==> src/rtl/duty_step_ctrl_pkg.sv <==
// Shared types, default parameters and a counter-width helper for the
// duty_step_ctrl block (button-driven saturating duty level).
package duty_step_pkg;

   localparam int unsigned TICK_DIV_DEF     = 2;
   localparam int unsigned DEB_SAMPLES_DEF  = 3;
   localparam int unsigned REPEAT_DELAY_DEF = 8;
   localparam int unsigned REPEAT_RATE_DEF  = 2;
   localparam int unsigned DUTY_MAX_DEF     = 10;
   localparam int unsigned DUTY_INIT_DEF    = 5;
   localparam int unsigned DUTY_W_DEF       = 4;

   // Per-button stepping state.
   typedef enum logic [1:0] {
      IDLE   = 2'd0,
      HOLD   = 2'd1,
      REPEAT = 2'd2
   } step_state_t;

   // Bits needed for a counter that must hold values 0..max_val (at least 1).
   function automatic int unsigned cnt_width(input int unsigned max_val);
      int unsigned w;
      w = $clog2(max_val + 1);
      return (w < 1) ? 1 : w;
   endfunction

endpackage

==> src/rtl/duty_step_ctrl_if.sv <==
// Control/status bundle of duty_step_ctrl: enable and raw buttons in,
// duty level and flags out. master = driver side, slave = the block.
interface duty_step_ctrl_if
   import duty_step_pkg::*;
#(
   parameter int unsigned DUTY_W = DUTY_W_DEF
);
   logic              ena;
   logic              btn_inc;
   logic              btn_dec;
   logic [DUTY_W-1:0] duty;
   logic              duty_upd;
   logic              at_max;
   logic              at_min;

   modport master (
      output ena, btn_inc, btn_dec,
      input  duty, duty_upd, at_max, at_min
   );

   modport slave (
      input  ena, btn_inc, btn_dec,
      output duty, duty_upd, at_max, at_min
   );
endinterface

==> src/rtl/duty_step_ctrl_debounce.sv <==
// Two-flop synchroniser plus tick-sampled debouncer for one raw button.
// rise_o/fall_o are combinational and flag the tick on which the stable
// level is about to change, so the parent can act on that same edge.
module btn_debounce
   import duty_step_pkg::*;
#(
   parameter int unsigned DEB_SAMPLES = DEB_SAMPLES_DEF
) (
   input  logic clk,
   input  logic rst,
   input  logic tick_i,
   input  logic btn_i,
   output logic stable_o,
   output logic rise_o,
   output logic fall_o
);
   localparam int unsigned   CW       = cnt_width(DEB_SAMPLES);
   localparam logic [CW-1:0] CNT_LAST = CW'(DEB_SAMPLES - 1);

   logic          sync1_q;
   logic          sync2_q;
   logic [CW-1:0] cnt_q;
   logic [CW-1:0] cnt_d;
   logic          stable_q;
   logic          stable_d;

   // Bring the asynchronous button into the clock domain; runs regardless of enable.
   always_ff @(posedge clk or posedge rst) begin
      if (rst) begin
         sync1_q <= 1'b0;
         sync2_q <= 1'b0;
      end else begin
         sync1_q <= btn_i;
         sync2_q <= sync1_q;
      end
   end

   // Count consecutive disagreeing ticks; adopt the new level after DEB_SAMPLES of them.
   always_comb begin
      cnt_d    = cnt_q;
      stable_d = stable_q;
      if (tick_i) begin
         if (sync2_q != stable_q) begin
            if (cnt_q >= CNT_LAST) begin
               stable_d = sync2_q;
               cnt_d    = {CW{1'b0}};
            end else begin
               cnt_d = cnt_q + CW'(1);
            end
         end else begin
            cnt_d = {CW{1'b0}};
         end
      end else begin
         cnt_d = cnt_q;
      end
   end

   // Debounce state registers.
   always_ff @(posedge clk or posedge rst) begin
      if (rst) begin
         cnt_q    <= {CW{1'b0}};
         stable_q <= 1'b0;
      end else begin
         cnt_q    <= cnt_d;
         stable_q <= stable_d;
      end
   end

   assign stable_o = stable_q;
   assign rise_o   = ~stable_q &  stable_d;
   assign fall_o   =  stable_q & ~stable_d;

endmodule

==> src/rtl/duty_step_ctrl.sv <==
// Converts debounced increase/decrease buttons into a saturating duty level
// with hold-to-repeat stepping. Index 0 is the increase button, 1 decrease.
module duty_step_ctrl
   import duty_step_pkg::*;
#(
   parameter int unsigned TICK_DIV     = TICK_DIV_DEF,
   parameter int unsigned DEB_SAMPLES  = DEB_SAMPLES_DEF,
   parameter int unsigned REPEAT_DELAY = REPEAT_DELAY_DEF,
   parameter int unsigned REPEAT_RATE  = REPEAT_RATE_DEF,
   parameter int unsigned DUTY_MAX     = DUTY_MAX_DEF,
   parameter int unsigned DUTY_INIT    = DUTY_INIT_DEF,
   parameter int unsigned DUTY_W       = DUTY_W_DEF
) (
   input logic             clk,
   input logic             rst,
   duty_step_ctrl_if.slave bus
);
   localparam int unsigned       TW        = cnt_width(TICK_DIV - 1);
   localparam logic [TW-1:0]     TICK_LAST = TW'(TICK_DIV - 1);
   localparam int unsigned       HMAX      = (REPEAT_DELAY > REPEAT_RATE) ? REPEAT_DELAY : REPEAT_RATE;
   localparam int unsigned       HW        = cnt_width(HMAX);
   localparam logic [HW-1:0]     DELAY_LD  = HW'(REPEAT_DELAY);
   localparam logic [HW-1:0]     RATE_LD   = HW'(REPEAT_RATE);
   localparam logic [DUTY_W-1:0] DMAX_V    = DUTY_W'(DUTY_MAX);
   localparam logic [DUTY_W-1:0] DINIT_V   = DUTY_W'(DUTY_INIT);
   localparam logic [DUTY_W-1:0] DZERO_V   = {DUTY_W{1'b0}};

   logic [TW-1:0]     tick_cnt_q;
   logic [TW-1:0]     tick_cnt_d;
   logic              tick_s;
   logic [1:0]        raw_s;
   logic [1:0]        stable_s;
   logic [1:0]        rise_s;
   logic [1:0]        fall_s;
   logic [1:0]        lvl_s;
   logic              both_s;
   logic [1:0]        step_s;
   step_state_t       st_q    [2];
   step_state_t       st_d    [2];
   logic [HW-1:0]     hcnt_q  [2];
   logic [HW-1:0]     hcnt_d  [2];
   logic [DUTY_W-1:0] duty_q;
   logic [DUTY_W-1:0] duty_d;
   logic              upd_q;
   logic              at_max_q;
   logic              at_min_q;

   assign tick_s = bus.ena & (tick_cnt_q == TICK_LAST);
   assign raw_s  = {bus.btn_dec, bus.btn_inc};

   // Sample-tick divider; frozen while the block is disabled.
   always_comb begin
      if (!bus.ena) begin
         tick_cnt_d = tick_cnt_q;
      end else if (tick_s) begin
         tick_cnt_d = {TW{1'b0}};
      end else begin
         tick_cnt_d = tick_cnt_q + TW'(1);
      end
   end

   // Tick divider register.
   always_ff @(posedge clk or posedge rst) begin
      if (rst) begin
         tick_cnt_q <= {TW{1'b0}};
      end else begin
         tick_cnt_q <= tick_cnt_d;
      end
   end

   for (genvar g = 0; g < 2; g++) begin : g_btn
      btn_debounce #(
         .DEB_SAMPLES(DEB_SAMPLES)
      ) u_deb (
         .clk     (clk),
         .rst     (rst),
         .tick_i  (tick_s),
         .btn_i   (raw_s[g]),
         .stable_o(stable_s[g]),
         .rise_o  (rise_s[g]),
         .fall_o  (fall_s[g])
      );
   end

   // Level each button will have after this edge; arbitration uses it so a
   // press landing while the other button is held is suppressed immediately.
   assign lvl_s  = (stable_s & ~fall_s) | rise_s;
   assign both_s = lvl_s[0] & lvl_s[1];

   // Per-button press/hold/repeat state machines, advanced on ticks only.
   always_comb begin
      step_s = 2'b00;
      for (int i = 0; i < 2; i++) begin
         st_d[i]   = st_q[i];
         hcnt_d[i] = hcnt_q[i];
      end
      if (tick_s) begin
         for (int i = 0; i < 2; i++) begin
            if (fall_s[i] || both_s) begin
               st_d[i]   = IDLE;
               hcnt_d[i] = {HW{1'b0}};
            end else begin
               case (st_q[i])
                  IDLE: begin
                     if (rise_s[i]) begin
                        st_d[i]   = HOLD;
                        hcnt_d[i] = DELAY_LD;
                        step_s[i] = 1'b1;
                     end else begin
                        st_d[i] = IDLE;
                     end
                  end
                  HOLD: begin
                     if (hcnt_q[i] <= HW'(1)) begin
                        st_d[i]   = REPEAT;
                        hcnt_d[i] = RATE_LD;
                        step_s[i] = 1'b1;
                     end else begin
                        hcnt_d[i] = hcnt_q[i] - HW'(1);
                     end
                  end
                  REPEAT: begin
                     if (hcnt_q[i] <= HW'(1)) begin
                        hcnt_d[i] = RATE_LD;
                        step_s[i] = 1'b1;
                     end else begin
                        hcnt_d[i] = hcnt_q[i] - HW'(1);
                     end
                  end
                  default: begin
                     st_d[i]   = IDLE;
                     hcnt_d[i] = {HW{1'b0}};
                  end
               endcase
            end
         end
      end else begin
         step_s = 2'b00;
      end
   end

   // FSM state and hold/repeat counters.
   always_ff @(posedge clk or posedge rst) begin
      if (rst) begin
         for (int i = 0; i < 2; i++) begin
            st_q[i]   <= IDLE;
            hcnt_q[i] <= {HW{1'b0}};
         end
      end else begin
         for (int i = 0; i < 2; i++) begin
            st_q[i]   <= st_d[i];
            hcnt_q[i] <= hcnt_d[i];
         end
      end
   end

   // Saturating step of the duty level; arbitration guarantees at most one step.
   always_comb begin
      if (step_s[0] && (duty_q < DMAX_V)) begin
         duty_d = duty_q + DUTY_W'(1);
      end else if (step_s[1] && (duty_q > DZERO_V)) begin
         duty_d = duty_q - DUTY_W'(1);
      end else begin
         duty_d = duty_q;
      end
   end

   // Registered duty level, change pulse and limit flags.
   always_ff @(posedge clk or posedge rst) begin
      if (rst) begin
         duty_q   <= DINIT_V;
         upd_q    <= 1'b0;
         at_max_q <= (DINIT_V == DMAX_V);
         at_min_q <= (DINIT_V == DZERO_V);
      end else begin
         duty_q   <= duty_d;
         upd_q    <= (duty_d != duty_q);
         at_max_q <= (duty_d == DMAX_V);
         at_min_q <= (duty_d == DZERO_V);
      end
   end

   assign bus.duty     = duty_q;
   assign bus.duty_upd = upd_q;
   assign bus.at_max   = at_max_q;
   assign bus.at_min   = at_min_q;

endmodule

==> src/flat_wrapper.sv <==
// flat-port wrapper written by rule: the top's interface ports become plain ports
module duty_step_ctrl_flat import duty_step_pkg::*;
#(
   parameter int unsigned TICK_DIV     = TICK_DIV_DEF,
   parameter int unsigned DEB_SAMPLES  = DEB_SAMPLES_DEF,
   parameter int unsigned REPEAT_DELAY = REPEAT_DELAY_DEF,
   parameter int unsigned REPEAT_RATE  = REPEAT_RATE_DEF,
   parameter int unsigned DUTY_MAX     = DUTY_MAX_DEF,
   parameter int unsigned DUTY_INIT    = DUTY_INIT_DEF,
   parameter int unsigned DUTY_W       = DUTY_W_DEF
)
  (clk, rst, bus_ena, bus_btn_inc, bus_btn_dec, bus_duty, bus_duty_upd, bus_at_max, bus_at_min);
  duty_step_ctrl_if #(.DUTY_W(DUTY_W)) bus_i ();
  input logic clk;
  input logic rst;
  input wire logic [$bits(bus_i.ena)-1:0] bus_ena;
  input wire logic [$bits(bus_i.btn_inc)-1:0] bus_btn_inc;
  input wire logic [$bits(bus_i.btn_dec)-1:0] bus_btn_dec;
  output wire logic [$bits(bus_i.duty)-1:0] bus_duty;
  output wire logic [$bits(bus_i.duty_upd)-1:0] bus_duty_upd;
  output wire logic [$bits(bus_i.at_max)-1:0] bus_at_max;
  output wire logic [$bits(bus_i.at_min)-1:0] bus_at_min;
  assign bus_i.ena = bus_ena;
  assign bus_i.btn_inc = bus_btn_inc;
  assign bus_i.btn_dec = bus_btn_dec;
  assign bus_duty = bus_i.duty;
  assign bus_duty_upd = bus_i.duty_upd;
  assign bus_at_max = bus_i.at_max;
  assign bus_at_min = bus_i.at_min;
  duty_step_ctrl #(.TICK_DIV(TICK_DIV), .DEB_SAMPLES(DEB_SAMPLES), .REPEAT_DELAY(REPEAT_DELAY), .REPEAT_RATE(REPEAT_RATE), .DUTY_MAX(DUTY_MAX), .DUTY_INIT(DUTY_INIT), .DUTY_W(DUTY_W)) u_core (.clk(clk), .rst(rst), .bus(bus_i));
endmodule
==> config.mk <==
export PLATFORM = sky130hd
export DESIGN_NAME = duty_step_ctrl_flat
export DESIGN_NICKNAME = d
export VERILOG_FILES = /design/src/rtl/duty_step_ctrl_pkg.sv /design/src/rtl/duty_step_ctrl_if.sv /design/src/rtl/duty_step_ctrl_debounce.sv /design/src/rtl/duty_step_ctrl.sv /design/src/flat_wrapper.sv
export SDC_FILE = /design/constraint.sdc
export NUM_CORES = 1
export LEC_CHECK = 0
export ABC_AREA = 0
export CORE_ASPECT_RATIO = 0.5
export CORE_UTILIZATION = 36
export DETAILED_ROUTE_END_ITERATION = 10
export GPL_TIMING_DRIVEN = 1
export SLEW_MARGIN = 15
export SYNTH_ARGS = -nofsm -noshare
export SYNTH_HDL_FRONTEND = slang
export SYNTH_HIERARCHICAL = 1
export SYNTH_SLANG_ARGS = --single-unit
==> constraint.sdc <==
create_clock -name clk -period 3.1 [get_ports clk]
set_input_delay 0.465 -clock clk [delete_from_list [all_inputs] [get_ports clk]]
set_output_delay 0.465 -clock clk [all_outputs]
set_load 0.005 [all_outputs]
After elaboration in Yosys (flattened, before gate mapping) --
Index checks and enable logic that the tools add are counted. Widths: inputs -> output; s select.
Storage, ports and cells: register bits 30, bits in latches 0, memory bits (writable) 0, memory bits (read-only) 0, bits of input ports 5, output and inout bits 7, logic and storage cells 108, memories kept 0
Cells by class: $add $sub $neg 7, multiply operators 0, div/mod/pow operators 0, magnitude comparators 6, equality and inequality tests 14, shift operators 0, muxes and demuxes 38, bitwise operators 13, reductions and logical operators 13
Operator list (count):
- $mux 4 | 8
- $mux 2 | 9
- $pmux 4 s2 | 2
- $mux 1 | 15
- $pmux 2 s3 | 2
- $sub 4x1->4 const B | 3
- $le 4x1->1 const B | 2
- $and 1x1->1 | 6
- $ne 3x1->1 const B | 2
- $ne 3x2->1 const B | 2
- $reduce_and 3->1 | 2
- $add 2x1->2 const B | 2
- $add 4x1->4 const B | 1
- $eq 2x1->1 const B | 2
- $eq 2x2->1 const B | 2
- $eq 4x4->1 const B | 1
- $ge 2x2->1 const B | 2
- $gt 4x1->1 const B | 1
- $logic_not 2->1 | 2
- $logic_not 4->1 | 1
- $lt 4x4->1 const B | 1
- $ne 2x1->1 const B | 2
- $ne 4x4->1 | 1
- $not 1->1 | 4
- 10 further kinds | 16

Logic depth before layout (Yosys ltp) --
Gate-level depths: netlist (run 1).
depth after elaboration 17, depth in mapped cells 11, depth with buffers taken out 10

Hierarchy --
The synthesis (run 1) kept the hierarchy.
Modules (own cells, without submodules):
- duty_step_ctrl | instances 1, cells each 148, area an instance 1402.6 sq um, sequential area each 503.0 sq um
- btn_debounce | instances 2, cells each 17, area an instance 203.9 sq um, sequential area each 125.1 sq um

Worst setup path after synthesis (run 1) --
No wires, ideal clock.
path kind in2reg, start input bus_ena, end register u_core.at_max_q, in the netlist u_core/bus.at_max, library setup time 67 ps, data arrival time 2520 ps, required time 3033 ps, setup slack 514 ps, cell stages on the path 10, buffers on the path 0, cell sequence nand2_1 clkinv_1 nand2_1 nor3b_1 nor3_1 a21oi_2 nor3_1 or2_4 o221ai_4 and3_1
Between the ends: elaborated cells between the ends (all ways) 27, classes of those cells eq/ne (1); mux (11); bitwise (11); reduce/logical (4)
RTL lines:
- start, declared | RTL line flat_wrapper.sv:16 | input wire logic [$bits(bus_i.ena)-1:0] bus_ena;
- $and 1x1->1 (*) | RTL line duty_step_ctrl.sv:48 | assign tick_s = bus.ena & (tick_cnt_q == TICK_LAST);
- named net u_core.tick_s | RTL line duty_step_ctrl.sv:30 | logic tick_s;
- $mux 1 (*) | RTL line duty_step_ctrl_debounce.sv:42 | if (tick_i) begin
- $and 1x1->1 (*) | RTL line duty_step_ctrl_debounce.sv:70 | assign rise_o = ~stable_q & stable_d;
- named net u_core.rise_s[0] | RTL line duty_step_ctrl.sv:33 | logic [1:0] rise_s;
- $or 2x2->2 | RTL line duty_step_ctrl.sv:87 | assign lvl_s = (stable_s & ~fall_s) | rise_s;
- $and 1x1->1 | RTL line duty_step_ctrl.sv:88 | assign both_s = lvl_s[0] & lvl_s[1];
- $logic_or 1x1->1 | RTL line duty_step_ctrl.sv:99 | if (fall_s[i] || both_s) begin
- $mux 1 | RTL line duty_step_ctrl.sv:99
- $mux 2 (*) | RTL line duty_step_ctrl.sv:97 | if (tick_s) begin
- $logic_and 1x1->1 | RTL line duty_step_ctrl.sv:161 | end else if (step_s[1] && (duty_q > DZERO_V)) begin
- $mux 4 | RTL line duty_step_ctrl.sv:161
- $mux 4 (*) | RTL line duty_step_ctrl.sv:159 | if (step_s[0] && (duty_q < DMAX_V)) begin
- named net u_core.duty_d[1] | RTL line duty_step_ctrl.sv:43 | logic [DUTY_W-1:0] duty_d;
- $eq 4x4->1 (*) | RTL line duty_step_ctrl.sv:178 | at_max_q <= (duty_d == DMAX_V);
- end signal, assigned | RTL line duty_step_ctrl.sv:173 | at_max_q <= (DINIT_V == DMAX_V);
- end signal, assigned | RTL line duty_step_ctrl.sv:178
- end, declared | RTL line duty_step_ctrl.sv:45 | logic at_max_q;
The timed path passes the listed nets; every way through them passes the cells marked *. A chain may end at the register's enable or synchronous reset.

Worst setup path in the final report (run 1) --
start input bus_ena, end register u_core.at_min_q, in the netlist u_core/bus.at_min
Between the ends: elaborated cells between the ends (all ways) 27, classes of those cells mux (11); bitwise (11); reduce/logical (5)
RTL lines:
- $and 1x1->1 (*) | RTL line duty_step_ctrl.sv:48
- named net u_core.tick_s | RTL line duty_step_ctrl.sv:30
- $mux 1 (*) | RTL line duty_step_ctrl_debounce.sv:42
- $and 1x1->1 (*) | RTL line duty_step_ctrl_debounce.sv:70
- named net u_core.rise_s[1] | RTL line duty_step_ctrl.sv:33
- $or 2x2->2 | RTL line duty_step_ctrl.sv:87
- $and 1x1->1 | RTL line duty_step_ctrl.sv:88
- $logic_or 1x1->1 | RTL line duty_step_ctrl.sv:99
- $mux 1 | RTL line duty_step_ctrl.sv:99
- $mux 2 (*) | RTL line duty_step_ctrl.sv:97
- $logic_and 1x1->1 | RTL line duty_step_ctrl.sv:161
- $mux 4 | RTL line duty_step_ctrl.sv:161
- $mux 4 (*) | RTL line duty_step_ctrl.sv:159
- $logic_not 4->1 (*) | RTL line duty_step_ctrl.sv:179 | at_min_q <= (duty_d == DZERO_V);
- end signal, assigned | RTL line duty_step_ctrl.sv:174 | at_min_q <= (DINIT_V == DZERO_V);
- end signal, assigned | RTL line duty_step_ctrl.sv:179
- end, declared | RTL line duty_step_ctrl.sv:46 | logic at_min_q;
Marked as above.

==> results of run 1 <==
-- path summary, 6_finish.rpt --
kind | from | end
setup / recovery | bus_ena | u_core/bus.at_min
hold / removal | u_core/g_btn[1].u_deb/sync1_q | u_core/g_btn[1].u_deb/sync2_q
setup reg to reg | u_core/tick_cnt_q | u_core/bus.at_min
hold reg to reg | u_core/g_btn[1].u_deb/sync1_q | u_core/g_btn[1].u_deb/sync2_q
max in group asynchronous | rst | u_core/st_q[1]
min in group asynchronous | rst | u_core/g_btn[0].u_deb/cnt_q[0]
-- cells in the mapped netlist (all sizes together), types with 3 or more instances --
cell | count | area, sq um
or2 | 3 | 21.3
nand2b | 6 | 37.5
a21oi | 3 | 18.8
dfrtp | 28 | 701
o22ai | 4 | 25.0
and3 | 3 | 18.8
a31oi | 4 | 25.0
o21ai | 12 | 63.8
o41ai | 4 | 35.0
xor2 | 3 | 26.3
nor2 | 7 | 26.3
nand2 | 19 | 73.8
nor3 | 6 | 35.0
nand3 | 3 | 15.0
nor2b | 3 | 18.8
inv | 19 | 71.3
ha | 15 | 188
nand3b | 3 | 22.5
xnor2 | 4 | 35.0
nor3b | 5 | 37.5
-- per-stage QoR --
step	utilization	worst slack (ns)
3_3_place_gp	0.442	0.238
5_1_grt	0.460	0.281
2_1_floorplan	-	0.514
6_report	0.460	0.513
3_5_place_dp	0.442	0.229
4_1_cts	0.460	0.507
-- power by group --
part	internal (mW)	leakage [nW]	switching [mW]
sequential	0.521	0.386	0.130
combinational	0.372	0.480	0.388
clock	0.155	0.0450	0.143
total	1.05	0.911	0.662
-- area by class of cell --
class | instances | area (sq um)
clock buffers | 6 | 72.6
clock inverters | 2 | 10.0
fillers | 445 | 2490
inverters | 20 | 75.1
multi-input cells | 130 | 966
flip-flops and latches | 30 | 753
well taps | 66 | 82.6
repair buffers | 18 | 163
-- logic make-up after synthesis --
family                   synth area share
AND/OR/NAND/NOR                     0.208
AO/OA/AOI/OAI                       0.176
flip-flops                          0.416
buffers and inverters              0.0504
adder cells (fa/ha/maj)             0.104
XOR/XNOR                           0.0339
multiplexers                       0.0124
-- state kept, by name, summed over array words and instances (netlist names) --
name / count
u_core/bus.at_max: 1
u_core/bus.at_min: 1
u_core/bus.duty: 4
u_core/bus.duty_upd: 1
u_core/g_btn.u_deb/cnt_q: 4
u_core/g_btn.u_deb/stable_o: 2
u_core/g_btn.u_deb/sync1_q: 2
u_core/g_btn.u_deb/sync2_q: 2
u_core/hcnt_q: 8
u_core/st_q: 4
u_core/tick_cnt_q: 1
-- layer usage --
metal  global-route usage  up-vias
met2                0.233       23
met5                    0        -
met3               0.0403        4
li1                     -      685
met1                0.192      659
met4               0.0571        0
==> metrics.yaml, run 1 <==
wl_met3_microns: 110
antenna_found_initial: 0
layout_commonest_cell: "dfrtp_1"
cpPeakStageDelay_ns: 0.49
cp-end-kind: "flip-flop"
clock_latency_ns: 0.28
slew-limit-headroom: 0.483
p_leak_nw: 0.911
p_total_mw: 1.71
first_iter_violations: 31
synth_cell_type_count: 47
ctsHoldBuffers: 0
synth-main-ff-cell: "dfrtp_1"
cts-resized-gates: 0
crit_fanout: 5
fin_cells: 272
dr.pass1.iters: 4
setup_violations: 0
avgSynthCellArea_sq_um: 9.95
die-area_sq_um: 5330
grt_pass1_vias: 1302
synth_edf_count: 0
cp-start-kind: "input pin"
synth_area_sq_um: 1810
cts_tree: "yes"
route.top_layer_used: "met4"
placedCellCount: 264
period_minus_slack_ns: 2.59
dpl_cell_area_sq_um: 2040
nNetsFinal: 225
core_area_sq_um: 4620
yosysSeqAreaShare: 0.416
wl_met1_microns: 1770
clk_pin_slew_worst_paths_ns: 0.07
dr_wl_met2_microns: 1420
htreeDepth: 2
path_cells: "clkdlybuf4s50_1 -> nand2_1 -> clkinv_1 -> nand2_1 -> nor3b_1 -> nor2_1 -> a21oi_2 -> nor3_1 -> o31a_1 -> nor3_2 -> nor3b_1"
die_w_microns: 102
numCtsBuffers: 5
power_density_nw_per_um2: 806
ys_seq_elements: 30
required_ns: 3.29
avgViaCountPerCell: 5.04
hold_viol_final: 0
final_cell_mix: "dfrtp_1, inv_1, nand2_1, ha_1, clkdlybuf4s50_1"
wirelength_microns: 3320
place_hpwl_microns: 2490
reg2reg_slack_ns: 0.77
ir_drop_uv: 219
io_pins: 12
hold_depth: 0
cp_num_buf_inv: 2
cts_sinks: 30
grt.total_usage: 0.147
globalplace.congestion: 0.845
async_reset_ff_frac: 1.00
hold_class: "reg2reg"
synth_nets: 202
yosys_warnings: 6
crit_cells: 11
drive_above_1_share: 0.136
drc: 0
fmax_ghz: 0.387
grt_max_degree: 21
syn_to_final_growth_pct: 17.2
clockBufferDepth: 2
slew_viol_final: 0
drt-wirelength-per-cell_microns: 12.2
clock-root-buffer: "clkbuf_8"
tns_ns: 0
dieHeight_microns: 52.1
maxCapViolCount: 0
rr_worst_depth: 11
insertedDiodeCount: 0
vias: 1371
drtAntennaViolNets: 0
cp.arrival_ns: 2.78
cts_setup_buffers: 0
rsz0062_at_grt: "false"
clock_skew_ns: 0.00893
fp-row-count: 17
grt_overflow: 0
whs_ns: 0.349
grt_pass1_wl_microns: 5840
status: "finished clean"
io_buffer_count: 11
syn_inst: 182
finalCritPeriodShare: 0.835
tightest_slew_ns: 0.775
cp_top_family: "simple AND/OR/NAND/NOR gates"
crit_type: "in2reg"
start_util: 0.392
cpMaxStageDelayCell: "clkdlybuf4s50_1"
stdcell_area_sq_um: 2120
(Power assumes the default switching activity.)
==> run 2: changes to the inputs <==
==> constraint.sdc (replaced) <==
create_clock -name clk -period 2.1 [get_ports clk]
set_input_delay 0.315 -clock clk [delete_from_list [all_inputs] [get_ports clk]]
set_output_delay 0.315 -clock clk [all_outputs]
set_load 0.005 [all_outputs]
==> run 2 against run 1 <==
Effect of this change:
- design area rose by 20%
- die area did not move
- global-route usage rose by 2.8 points
- final cell count grew 8.5%
- utilization grew 9.4 points
- clock power rose by 59%
- critical endpoint unchanged
==> metrics.yaml, run 2 (synthesis results as in run 1) <==
status: "finished clean"
reg2reg_slack_ns: 0.02
fmax_ghz: 0.481
period_minus_slack_ns: 2.08
cts_sinks: 30
maxCapViolCount: 0
stdcell_area_sq_um: 2550
regMostFlops: "u_core/hcnt_q"
io_buffer_count: 11
first_iter_violations: 22
globalplace.congestion: 0.789
rsz0062_at_grt: "true"
multiInputGateArea_sq_um: 1190
grt_max_degree: 21
fp-row-count: 17
grt_overflow: 0
clk_pin_slew_worst_paths_ns: 0.06
rr_worst_depth: 9
p_leak_nw: 1.12
drive_above_1_share: 0.332
drc: 0
startpoint: "u_core/hcnt_q[5]"
crit_type: "reg2reg"
wirelength_microns: 3950
final_cell_mix: "dfrtp_1, buf_4, inv_1, nand2_1, ha_1"
clock_skew_ns: 0.00543
dieHeight_microns: 52.1
syn_to_final_growth_pct: 41.1
seq_area_sq_um: 753
cp-start-kind: "flip-flop"
num-fill-cells: 387
power_density_nw_per_um2: 1210
dpl_cell_area_sq_um: 2230
cts_tree: "yes"
drtAntennaViolNets: 0
grt.total_usage: 0.174
r2r_start: "u_core/hcnt_q[5]"
slew-limit-headroom: 0.780
insertedDiodeCount: 0
grt_pass1_vias: 1454
cp-end-kind: "flip-flop"
slew_viol_final: 0
layout_setup_ws_ns: 0.0192
setup_violations: 0
die-area_sq_um: 5330
start_util: 0.392
tightest_slew_ns: 0.329
nNetsFinal: 248
finalCritPeriodShare: 0.991
drt-wirelength-per-cell_microns: 13.4
clock_latency_ns: 0.28
cp.arrival_ns: 2.28
hold_viol_final: 0
vias: 1459
largest_reg_flops: 8
die_w_microns: 102
antenna_found_initial: 0
ir_drop_uv: 352
place_hpwl_microns: 2760
hold_class: "in2async"
htreeDepth: 2
layout_commonest_cell: "dfrtp_1"
place_ws_ns: -0.448
clockBufferDepth: 2
dr.pass1.iters: 4
core_area_sq_um: 4620
avgViaCountPerCell: 4.95
io_pins: 12
grt_pass1_wl_microns: 6930
required_ns: 2.30
numCtsBuffers: 5
crit_fanout: 4
clock-root-buffer: "clkbuf_8"
==> run 2: cell types whose count changed in the layout (fill, tap and decap cells not counted), sizes merged <==
cell	delta
buf	+23
clkbuf	+1
clkdlybuf4s50	-1
clkinv	-1
dlygate4sd2	+1
==> run 2: critical path, cell delays in order (launching register included) <==
cell	delay, ns
dfrtp_1	0.37
inv_1	0.07
ha_2	0.17
or2_4	0.27
a32oi_4	0.28
buf_12	0.15
nor3_4	0.05
o31a_1	0.29
nor3_2	0.17
nor3b_2	0.17
==> run 2: what timing repair did <==
action                                  4_1_cts  5_1_grt
buffers inserted                              5        2
resized for setup                            21       10
endpoints found under the hold margin         0        0
cloned                                        0        0
endpoints found under the setup margin       14       13
pin swaps                                     6        4
hold buffers                                  0        0
==> run 2: worst paths after layout <==
kind,endpoint
max,u_core/bus.at_min
min,u_core/g_btn[0].u_deb/sync1_q
min reg2reg,u_core/g_btn[1].u_deb/sync2_q
min in group clk,u_core/g_btn[1].u_deb/sync2_q
max in group asynchronous,u_core/bus.duty[0]
max reg2reg,u_core/bus.at_min
==> run 2: metal layers <==
| metal | global-route usage | up-vias | part of all wire |
|---|---|---|---|
| li1 | - | 738 | - |
| met1 | 0.228 | 698 | 0.49 |
| met2 | 0.291 | 18 | 0.47 |
| met3 | 0.0444 | 5 | 0.035 |
| met4 | 0.0429 | 0 | 0.0094 |
| met5 | 0 | - | 0 |
==> run 2: per-stage QoR <==
stage                     hold WS (ns)  setup TNS, ns  power, mW  cells  utilization
after floorplan                 0.0935              0       1.81    182            -
after global placement           0.332          -5.23       2.26    280        0.483
after detailed placement         0.335          -6.30       2.30    280        0.483
after CTS                        0.292              0       3.03    293        0.541
after global routing             0.335         -0.438       3.33    295        0.553
final                            0.292              0       3.10    295        0.553
==> run 2: report_power, final <==
group	switching, mW	leakage [nW]	internal (mW)
clock	0.211	0.0482	0.264
combinational	0.790	0.688	0.844
sequential	0.219	0.386	0.770
==> run 2: area by class of cell <==
type,count,share of cell area
multi-input cells,130,0.467
flip-flops and latches,30,0.295
repair buffers,41,0.139
clock buffers,7,0.0338
well taps,66,0.0323
inverters,20,0.0314
clock inverters,1,0.00196
==> run 3: changes to the inputs <==
--- a/config.mk
+++ b/config.mk
@@ -10,6 +10,7 @@
 export CORE_UTILIZATION = 36
 export DETAILED_ROUTE_END_ITERATION = 10
 export GPL_TIMING_DRIVEN = 1
+export SKIP_LAST_GASP = 1
 export SLEW_MARGIN = 15
 export SYNTH_ARGS = -nofsm -noshare
 export SYNTH_HDL_FRONTEND = slang
==> run 3 against run 2 <==
Effect of this change:
- sequential power about the same
- design area stayed put
- total power hardly changed
- final cell count did not move
- maximum frequency about the same
- largest power group unchanged
- highest routed layer unchanged
==> metrics.yaml, run 3 (synthesis results as in run 1) <==
clock_skew_ns: 0.00543
numCtsBuffers: 5
antenna_found_initial: 0
drt-wirelength-per-cell_microns: 13.4
num-fill-cells: 387
slew-limit-headroom: 0.780
wirelength_microns: 3950
period_minus_slack_ns: 2.08
cpPeakStageDelay_ns: 0.37
power_density_nw_per_um2: 1210
die-area_sq_um: 5330
hold_viol_final: 0
cp_top_family: "simple AND/OR/NAND/NOR gates"
cp.arrival_ns: 2.28
setup_violations: 0
nNetsFinal: 248
clock_latency_ns: 0.28
dr.pass1.iters: 4
place_hpwl_microns: 2760
dieHeight_microns: 52.1
final_cell_mix: "dfrtp_1, buf_4, inv_1, nand2_1, ha_1"
io_pins: 12
clockBufferDepth: 2
grt.total_usage: 0.174
io_buffer_count: 11
path_cells: "inv_1 -> ha_2 -> or2_4 -> a32oi_4 -> buf_12 -> nor3_4 -> o31a_1 -> nor3_2 -> nor3b_2"
place_ws_ns: -0.448
seq_area_sq_um: 753
multiInputGateArea_sq_um: 1190
dr_wl_met2_microns: 1840
route.top_layer_used: "met4"
clk_pin_slew_worst_paths_ns: 0.06
wl_met1_microns: 1930
layout_commonest_cell: "dfrtp_1"
p_sw_mw: 1.22
swShare: 0.394
cp-start-kind: "flip-flop"
core_area_sq_um: 4620
grt_pass1_wl_microns: 6930
grt_pass1_vias: 1454
ir_drop_uv: 352
die_w_microns: 102
fmax_ghz: 0.481
clock-root-buffer: "clkbuf_8"
intPower_mw: 1.88
drc: 0
p_total_mw: 3.10
status: "finished clean"
cp_num_buf_inv: 2
drive_above_1_share: 0.332
clkPwrFrac: 0.153
slew_viol_final: 0
vias: 1459
cts_tree: "yes"
wl_met3_microns: 137
fin_cells: 295
p_leak_nw: 1.12
rsz0062_at_grt: "true"
crit_type: "reg2reg"
crit_fanout: 4
cp-end-kind: "flip-flop"
cts_sinks: 30
start_util: 0.392
tightest_slew_ns: 0.329
htreeDepth: 2
grt_overflow: 0
hold_class: "in2async"
avgViaCountPerCell: 4.95
syn_to_final_growth_pct: 41.1
maxCapViolCount: 0
seq_power_share: 0.319
largest_reg_flops: 8
grt_max_degree: 21
tns_ns: 0
fp-row-count: 17
required_ns: 2.30
p_comb_frac: 0.527
drtAntennaViolNets: 0
regMostFlops: "u_core/hcnt_q"
globalplace.congestion: 0.789
layout_setup_ws_ns: 0.0192
first_iter_violations: 22
finalCritPeriodShare: 0.991
placedCellCount: 280
insertedDiodeCount: 0
cpMaxStageDelayCell: "dfrtp_1"
[run 3: cell counts in the layout (fill, tap and decap cells not counted)]
No cell type changed its count.
[run 3: cell type report]
class                      instances  area share
tap                               66      0.0323
multi-input combinational        130       0.467
sequential                        30       0.295
clock inverter                     1     0.00196
timing repair buffer              41       0.139
inverter                          20      0.0314
clock buffer                       7      0.0338
[run 3: stage by stage]
step / area, sq um / hold WS (ns) / util
6_report: 2550 / 0.292 / 0.553
5_1_grt: 2550 / 0.335 / 0.553
4_1_cts: 2500 / 0.292 / 0.541
3_5_place_dp: 2230 / 0.335 / 0.483
3_3_place_gp: 2230 / 0.332 / 0.483
2_1_floorplan: 1880 / 0.0935 / -
[run 3: timing repair]
action                                  4_1_cts  5_1_grt
hold buffers                                  0        0
setup buffers                                 5        2
gates resized for setup                      21        9
pin swaps                                     6        4
endpoints found under the setup margin       14       13
[run 3: routing by layer]
| layer | global-route usage | up-vias |
|---|---|---|
| met3 | 0.0444 | 5 |
| met4 | 0.0429 | 0 |
| li1 | - | 738 |
| met5 | 0 | - |
| met1 | 0.228 | 698 |
| met2 | 0.291 | 18 |
[run 3: worst paths after layout]
check	startpoint	end	slack [ns]	cells past startpoint
worst max-delay path	u_core/hcnt_q[5]	u_core/bus.at_min	0.02	9
worst min-delay path	rst	u_core/g_btn[0].u_deb/sync1_q	0.29	2
worst max register to register	u_core/hcnt_q[5]	u_core/bus.at_min	0.02	9
worst min register to register	u_core/g_btn[1].u_deb/sync1_q	u_core/g_btn[1].u_deb/sync2_q	0.35	0
max in group asynchronous	rst	u_core/bus.duty[0]	1.40	3
min in group clk	u_core/g_btn[1].u_deb/sync1_q	u_core/g_btn[1].u_deb/sync2_q	0.35	0
[run 3: power groups by stage]
| stage | Combinational [mW] | Sequential (mW) | Clock [mW] |
|---|---|---|---|
| floorplan | 0.872 | 0.942 | 0 |
| global placement | 1.28 | 0.984 | 0 |
| detailed placement | 1.30 | 0.993 | 0 |
| CTS | 1.55 | 0.985 | 0.491 |
| global route | 1.79 | 1.02 | 0.518 |
| finish | 1.63 | 0.989 | 0.475 |
[run 3: worst reg2reg max path: cells and delay by family (launching register included)]
kind,cells,cell delay (ns)
buffers and inverters,2,0.22
adder cells (fa/ha/maj),1,0.17
AO/OA/AOI/OAI,2,0.57
flip-flops,1,0.37
AND/OR/NAND/NOR,4,0.67
